[config.mk]
export PLATFORM = sky130hd
export DESIGN_NAME = fc_act_loader
export DESIGN_NICKNAME = d
export VERILOG_FILES = /design/src/rtl/fc_pkg.sv /design/src/rtl/fc_requant.sv /design/src/rtl/fc_act_loader.sv
export SDC_FILE = /design/constraint.sdc
export NUM_CORES = 1
export LEC_CHECK = 0
export BUFFER_PORTS_ARGS = -buffer_cell sky130_fd_sc_hd__buf_2
export CORE_ASPECT_RATIO = 0.75
export CORE_MARGIN = 5
export CORE_UTILIZATION = 50
export DETAILED_ROUTE_END_ITERATION = 16
export PLACE_DENSITY = 0.71
export SKIP_LAST_GASP = 1
export SYNTH_ARGS = -nofsm -noshare
export SYNTH_HDL_FRONTEND = slang
export SYNTH_SLANG_ARGS = --single-unit
[constraint.sdc]
create_clock -name clk -period 5.1 [get_ports clk]
set_clock_uncertainty 0.2 [all_clocks]
set_input_delay 0 -clock clk [delete_from_list [all_inputs] [get_ports clk]]
set_output_delay 0 -clock clk [all_outputs]
set_load 0.01 [all_outputs]
[src/rtl/fc_pkg.sv]
// Shared types and constants for the fully-connected activation loader.
// Defaults match the 84-input, 8-bit activation layer.
package fc_pkg;

    typedef enum logic {
        FILL = 1'b0,
        FULL = 1'b1
    } bank_state_t;

    localparam int FC_WIDTH = 8;
    localparam int FC_IN    = 84;
    localparam int FC_SHIFT = 8;
    localparam int FC_IN_W  = FC_WIDTH * 2 + $clog2(FC_IN);
    localparam int FC_CNT_W = $clog2(FC_IN + 1);

    function automatic int act_max(input int w);
        return (1 << (w - 1)) - 1;
    endfunction

    localparam int ACT_MAX = act_max(FC_WIDTH);

endpackage

[src/rtl/fc_requant.sv]
// Requantizer: arithmetic right shift, then clamp to the
// non-negative half of the signed WIDTH range.
module fc_requant
    import fc_pkg::*;
#(
    parameter int IN_W  = FC_IN_W,
    parameter int WIDTH = FC_WIDTH,
    parameter int SHIFT = FC_SHIFT
) (
    input  logic [IN_W-1:0]  data,
    output logic [WIDTH-1:0] act
);

    localparam logic signed [IN_W-1:0] LIM = IN_W'(act_max(WIDTH));

    logic signed [IN_W-1:0] s;

    always_comb begin
        s = $signed(data) >>> SHIFT;
        if (s < 0) begin
            act = '0;
        end else if (s > LIM) begin
            act = WIDTH'(LIM);
        end else begin
            act = s[WIDTH-1:0];
        end
    end

endmodule

[src/rtl/fc_act_loader.sv]
// Streaming activation loader packing requantized results into x[0:IN-1].
// Define FC_ACT_LOADER_DBUF_EN for two ping-pong fill banks.
module fc_act_loader
    import fc_pkg::*;
#(
    parameter int WIDTH = FC_WIDTH,
    parameter int IN    = FC_IN,
    parameter int IN_W  = FC_IN_W,
    parameter int SHIFT = FC_SHIFT
) (
    input  logic                     clk,
    input  logic                     rst_n,
    input  logic                     in_valid,
    output logic                     in_ready,
    input  logic [IN_W-1:0]          in_data,
    input  logic                     in_last,
    output logic                     out_valid,
    input  logic                     out_ready,
    output logic [WIDTH-1:0]         x [0:IN-1],
    output logic [$clog2(IN+1)-1:0]  count,
    output logic                     frame_err
);

    localparam int CW = $clog2(IN + 1);
`ifdef FC_ACT_LOADER_DBUF_EN
    localparam int   NB = 2;
    localparam logic DB = 1'b1;
`else
    localparam int   NB = 1;
    localparam logic DB = 1'b0;
`endif

    logic [WIDTH-1:0] bank [NB][IN];
    bank_state_t      st [NB];
    logic             wr;
    logic             rd;
    logic [CW-1:0]    idx;
    logic [WIDTH-1:0] elem;
    logic             accept;
    logic             is_end;
    logic             complete;
    logic             rel;
    logic             oth;

    fc_requant #(
        .IN_W  (IN_W),
        .WIDTH (WIDTH),
        .SHIFT (SHIFT)
    ) u_requant (
        .data (in_data),
        .act  (elem)
    );

    // Frames alternate banks in order, so wr/rd act as a 2-entry FIFO.
    assign out_valid = (st[rd] == FULL);
    assign in_ready  = (st[wr] == FILL);
    assign accept    = in_valid && in_ready;
    assign is_end    = (idx == CW'(IN - 1));
    assign complete  = accept && is_end;
    assign rel       = out_valid && out_ready;
    assign oth       = rd ^ DB;
    assign count     = idx;

    always_ff @(posedge clk or negedge rst_n) begin
        if (!rst_n) begin
            wr        <= 1'b0;
            rd        <= 1'b0;
            idx       <= '0;
            frame_err <= 1'b0;
            for (int b = 0; b < NB; b++) begin
                st[b] <= FILL;
                for (int i = 0; i < IN; i++) begin
                    bank[b][i] <= '0;
                end
            end
            for (int i = 0; i < IN; i++) begin
                x[i] <= '0;
            end
        end else begin
            frame_err <= 1'b0;
            if (accept) begin
                bank[wr][idx] <= elem;
                if (is_end) begin
                    idx       <= '0;
                    st[wr]    <= FULL;
                    wr        <= wr ^ DB;
                    frame_err <= !in_last;
                end else if (in_last) begin
                    idx       <= '0;
                    frame_err <= 1'b1;
                end else begin
                    idx <= idx + CW'(1);
                end
            end
            if (rel) begin
                st[rd] <= FILL;
                rd     <= rd ^ DB;
            end
            // The last element bypasses the bank so x is valid with out_valid.
            if (complete && (!out_valid || rel)) begin
                for (int i = 0; i < IN - 1; i++) begin
                    x[i] <= bank[wr][i];
                end
                x[IN-1] <= elem;
            end else if (rel && DB && st[oth] == FULL) begin
                for (int i = 0; i < IN; i++) begin
                    x[i] <= bank[oth][i];
                end
            end
        end
    end

endmodule

======== Word level (Yosys, flattened, before mapping) ========
Index checks and enable logic that the tools add are counted.
word-level totals
  bits in registers ....................... 1353
  output and inout port bits .............. 682
  word-level logic and storage cells ...... 203
cells by class
  $add $sub $neg .......................... 1
  order comparisons ....................... 4
  eq/ne operators ......................... 1
  mux-type cells .......................... 13
  bitwise logic cells ..................... 2
  reductions and logical operators ........ 11
operators with widths
  kind                   number
  $bwmux W672            1
  $demux W8 S7           1
  $mux W8                3
  $gt A15 B8 Y1 const B  1
  $lt A15 B1 Y1 const B  1
  $mux W7                2
  $ge A8 B8 Y1 const B   1
  $lt A8 B1 Y1 const B   1
  $not A7 Y8             1
  $add A7 B1 Y7 const B  1
  $eq A7 B7 Y1 const B   1
  $mux W1                6
  $logic_and A1 B1 Y1    5
  $reduce_bool A2 Y1     2
  $logic_not A1 Y1       2
  $reduce_and A2 Y1      1
  $logic_or A1 B1 Y1     1
  $not A1 Y1             1

======== Depth between registers and ports, before layout ========
  word-level depth ........................ 6
  depth in mapped cells ................... 6
  gate-level depth less buffers ........... 4

======== Hierarchy ========
From an unflattened synthesis, not the netlist that was laid out.
second synthesis, totals
  cell total of the unflattened synthesis .. 3041
  area, all modules ....................... 51016.4 µm²
by module, submodules not included
  module         times used  cells each  area an instance (µm²)
  fc_act_loader  1           3023        50910.1
  fc_requant     1           18          106.4

======== Least setup slack after synthesis ========
OpenSTA, ideal clock, no wires.
  kind .................................... reg2reg
  start point ............................. register idx[3] (netlist: count[3])
  end point ............................... register bank[360] (netlist bit)
  arrival ................................. 1.897 ns
  data required time ...................... 4.775 ns
  path slack .............................. 2.879 ns
  stages on the path, launching flop included .. 6
  path buffers ............................ 2
  clock period less this slack ............ 2.221 ns
  cell sequence ........................... dfrtp_1 buf_6 or4b_4 buf_6 nor3_4 mux2_2
between the ends
  word-level cells in the longest chain between the ends .. 6
  elaborated cells between the ends (all ways) .. 7
  classes of those cells .................. 2 x order compare; 3 x mux; 1 x bitwise; 1 x reduce/logical
ends and longest elaborated chain
  item                                                                       RTL line             RTL
  start: declaration                                                         fc_act_loader.sv:37  logic [CW-1:0] idx;
  start signal: assignment                                                   fc_act_loader.sv:92  idx <= idx + CW'(1);
  $not A7 Y8 (implied by the code) *                                         fc_act_loader.sv:82  bank[wr][idx] <= elem;
  $ge A8 B8 Y1 (implied by the code) / $lt A8 B1 Y1 (equally long branches)  fc_act_loader.sv:82
  $logic_and A1 B1 Y1 (implied by the code)                                  fc_act_loader.sv:82
  $mux W8 (implied by the code)                                              fc_act_loader.sv:82
  $demux W8 S7 *                                                             fc_act_loader.sv:82
  $bwmux W672 *                                                              fc_act_loader.sv:82
  end signal: indexed assignment                                             fc_act_loader.sv:82
  end: declaration                                                           fc_act_loader.sv:33  logic [WIDTH-1:0] bank [NB][IN];
Mark *: on every way between the ends. The rest lies on a longest branch, timed or not.
A chain may end at the register's enable or synchronous reset.

======== Worst setup path after layout ========
  start point ............................. register idx[1] (netlist: count[1])
  end point ............................... register x[197] (netlist bit)
between the ends
  word-level cells in the longest chain between the ends .. 3
ends and longest elaborated chain
  item                            RTL line              RTL
  $eq A7 B7 Y1                    fc_act_loader.sv:58   assign is_end = (idx == CW'(IN - 1));
  $logic_and A1 B1 Y1             fc_act_loader.sv:59   assign complete = accept && is_end;
  $logic_and A1 B1 Y1             fc_act_loader.sv:100  if (complete && (!out_valid || rel)) begin
  end signal: indexed assignment  fc_act_loader.sv:102  x[i] <= bank[wr][i];
  end signal: indexed assignment  fc_act_loader.sv:104  x[IN-1] <= elem;
  end signal: indexed assignment  fc_act_loader.sv:107  x[i] <= bank[oth][i];
  end: declaration                fc_act_loader.sv:19   output logic [WIDTH-1:0] x [0:IN-1],
No other way between the ends.

==> run metrics <==
Period minus WS final 3.434 ns; Worst Setup Start Kind flip-flop; final hold vios 0; worst path required time 5.50 ns; die height 286.4 µm; routed vias about 28k; Post-DP HPWL between 70000 and 80000 µm; Final Setup Violations 0; Post-synth ARST share 100.0%; initial antenna violation count 2; Tcrit/Tclk final about two thirds; Routed Wire Length between 100000 and 150000 µm; Yosys reg bits approximately 1.3k; switching power total between 4000 and 5000 µW; total gr overflow 0; Max-Cap Viols 0; number of global-route vias before repair 29.46k; Tot GR Track Use about a quarter; top cell type's share of synthesized area ~66%; DRC 0; most common library cells after synthesis dfrtp_1, mux2_2, buf_4, clkbuf_1, and2_1; Post-CTS Setup Inserts 0; number of flops mapped to enable cells by yosys 0; Mapped Cells ~3k; DRT iter0 DRCs between 1k and 1.5k; CTS Buffer Depth 3; total power between 20000 and 25000 µW; worst stage delay on the critical path around 0.56 ns; syn nets ~3k; I/O pins between 700 and 800; global-route wire length before repair 191500 µm; PwrDens around 360 nW/µm²; Final WS setup 1.666 ns; Clk Latency, worst-skew pair 0.74 ns; max frequency between 0.2 and 0.3 GHz; antenna viol nets, final 0; Synth cell types 46; DIE WIDTH around 380 µm; reg-to-reg setup timing slack between 1.5 and 2 ns; Clock transition at path regs about 0.06 ns; share of cells above drive strength 1 between 50% and 60%; DIE AREA 108400 µm²; Avg WL per Cell roughly 24 µm; stages on the worst setup path 6; Pint between 15000 and 20000 µW; Relative slew margins 19.01%; Initial Util 50.31%; Crit. End Element flip-flop; leakage power ~0.033 µW; Comb pwr share around 3.6%; WP buf/inv 2; CTS Root Cell clkbuf_16; H-tree Lvls 4; leading area contributor after synthesis dfrtp_1; Area Growth Syn to Fin 18.67%; FP Rows 101; final setup TNS 0 ns; max-slew violations 0; Worst Hold Depth 5; cell family with most CP delay buffers and inverters; largest net degree at the start of global routing 162; status finished, final reports clean; I/O Buffers approximately 700; crit path kind reg2reg; Worst-Margin Slew roughly 1.2 ns; Cell Chain, Critical Path ha_1 -> nor2b_1 -> nand3_4 -> buf_12 -> buf_12 -> mux2_2; cts bufs inserted 130; GPL Wtd Cong slightly below 0.8; post-synthesis instance area 50930 µm²; R2R depth 6; top cells by area, synth dfrtp_1, mux2_2, nor3_4, buf_4, and2_1; DP Area between 50000 and 60000 µm²; Post-Layout Inst Area between 60000 and 70000 µm²; Mean Syn Cell Area around 17 µm²; CTS resizes 0; RSZ-0062 raised after global routing no; Flop pwr share 50.3%; sw frac between 20% and 30%; Place WS 1.738 ns; sequential share of the synthesized area around 66%; VDD IR-drop max between 0.3 and 0.4 mV; Crit-path slowest cell buf_12; vias per cell 5.374; worst min path class in2reg; Synthesis Warnings 0; clock group share of total power 46.1%; CTS tree built; Worst Path Max Fanout 161; Top cell by count, worst path buf_12; Synth Flop Type dfrtp_1; clk sinks ~1.3k; TritonRoute pass-1 iters 4; dominant cell by count in the synthesized netlist dfrtp_1; core area roughly 100000 µm²; Final #Nets around 3.8k; crit path DAT between 3 and 4 ns
==> cell usage in the layout, fill, tap and decap left out, types with 24 or more instances in the layout <==
cell	synthesis	layout
clkbuf_8	0	26
buf_4	73	39
dfrtp_1	1345	1343
mux2_2	1227	1227
clkbuf_16	0	137
mux2_1	25	25
nand3_2	28	28
nor2b_1	42	40
nor3_4	35	35
buf_2	31	700
and2_1	46	46
clkbuf_1	72	24
==> per-layer routing <==
metal	GRT usage (%)	up-vias	share of wire (%)
met4	7.345	0	3.0
met2	36.75	641	47
li1	-	12180	-
met5	0	-	0
met1	31.39	14830	43
met3	7.905	195	7.6
==> tightest hold or removal path, delay by kind of cell <==
family                 cells  cell delay [ns]
AO/OA/AOI/OAI              1             0.16
buffers and inverters      2             0.50
multiplexers               1             0.25
AND/OR/NAND/NOR            1             0.05
==> layout make-up <==
class	instances	area, µm²
multi-input cells	1500	16380
fillers	7792	40790
flip-flops and latches	1345	33660
repair buffers	764	4214
clock buffers	187	3876
inverters	2	7.507
well taps	1339	1675
diodes	2	5.005
clock inverters	44	618.1
==> stage by stage <==
step,utilization (%),hold WS [ns],std cells
final,59.71,0.06691,5183
after global routing,59.70,0.06751,5181
after CTS,59.70,0.01320,5181
after detailed placement,55.14,-0.09691,4940
after global placement,55.14,-0.1102,4940
after floorplan,-,-0.4956,3029
==> path summary, 6_finish.rpt <==
path	from	end
worst max-delay path	count[1]$_DFFE_PN0P_	x[197]$_DFFE_PN0P_
worst min register to register	bank[343]$_DFFE_PN0P_	bank[343]$_DFFE_PN0P_
worst max register to register	count[1]$_DFFE_PN0P_	x[197]$_DFFE_PN0P_
min in group asynchronous	rst_n	bank[514]$_DFFE_PN0P_
max in group asynchronous	rst_n	bank[454]$_DFFE_PN0P_
worst min-delay path	in_data[9]	bank[625]$_DFFE_PN0P_
==> state kept, by name (all words and copies together), names as in the netlist <==
signal     cells
st             1
count          7
frame_err      1
x            672
bank         664
==> power by group through the flow <==
stage	Clock (µW)	Combinational (µW)	Sequential, µW
5_1_grt	10700	875	11000
3_3_place_gp	0	789	11200
4_1_cts	10300	815	11000
2_1_floorplan	0	351	11100
3_5_place_dp	0	802	11200
6_report	10000	793	11000
==> repair_timing <==
| item | in CTS | in global routing |
|---|---|---|
| endpoints found under the hold margin | 1136 | 0 |
| hold buffers | 10 | 0 |
| endpoints found under the setup margin | 0 | 0 |
==> kinds of logic after synthesis <==
group	after synthesis	synth area share, %
and+or+nand+nor	224	3.884
xor gates and xnor gates	1	0.01720
AOI/OAI and AO/OA	22	0.2604
buffers and inverters	184	2.044
DFF	1345	66.09
adders and majority gates	1	0.02456
muxes	1252	27.68
No activity file was read; power rests on OpenSTA's default activity.
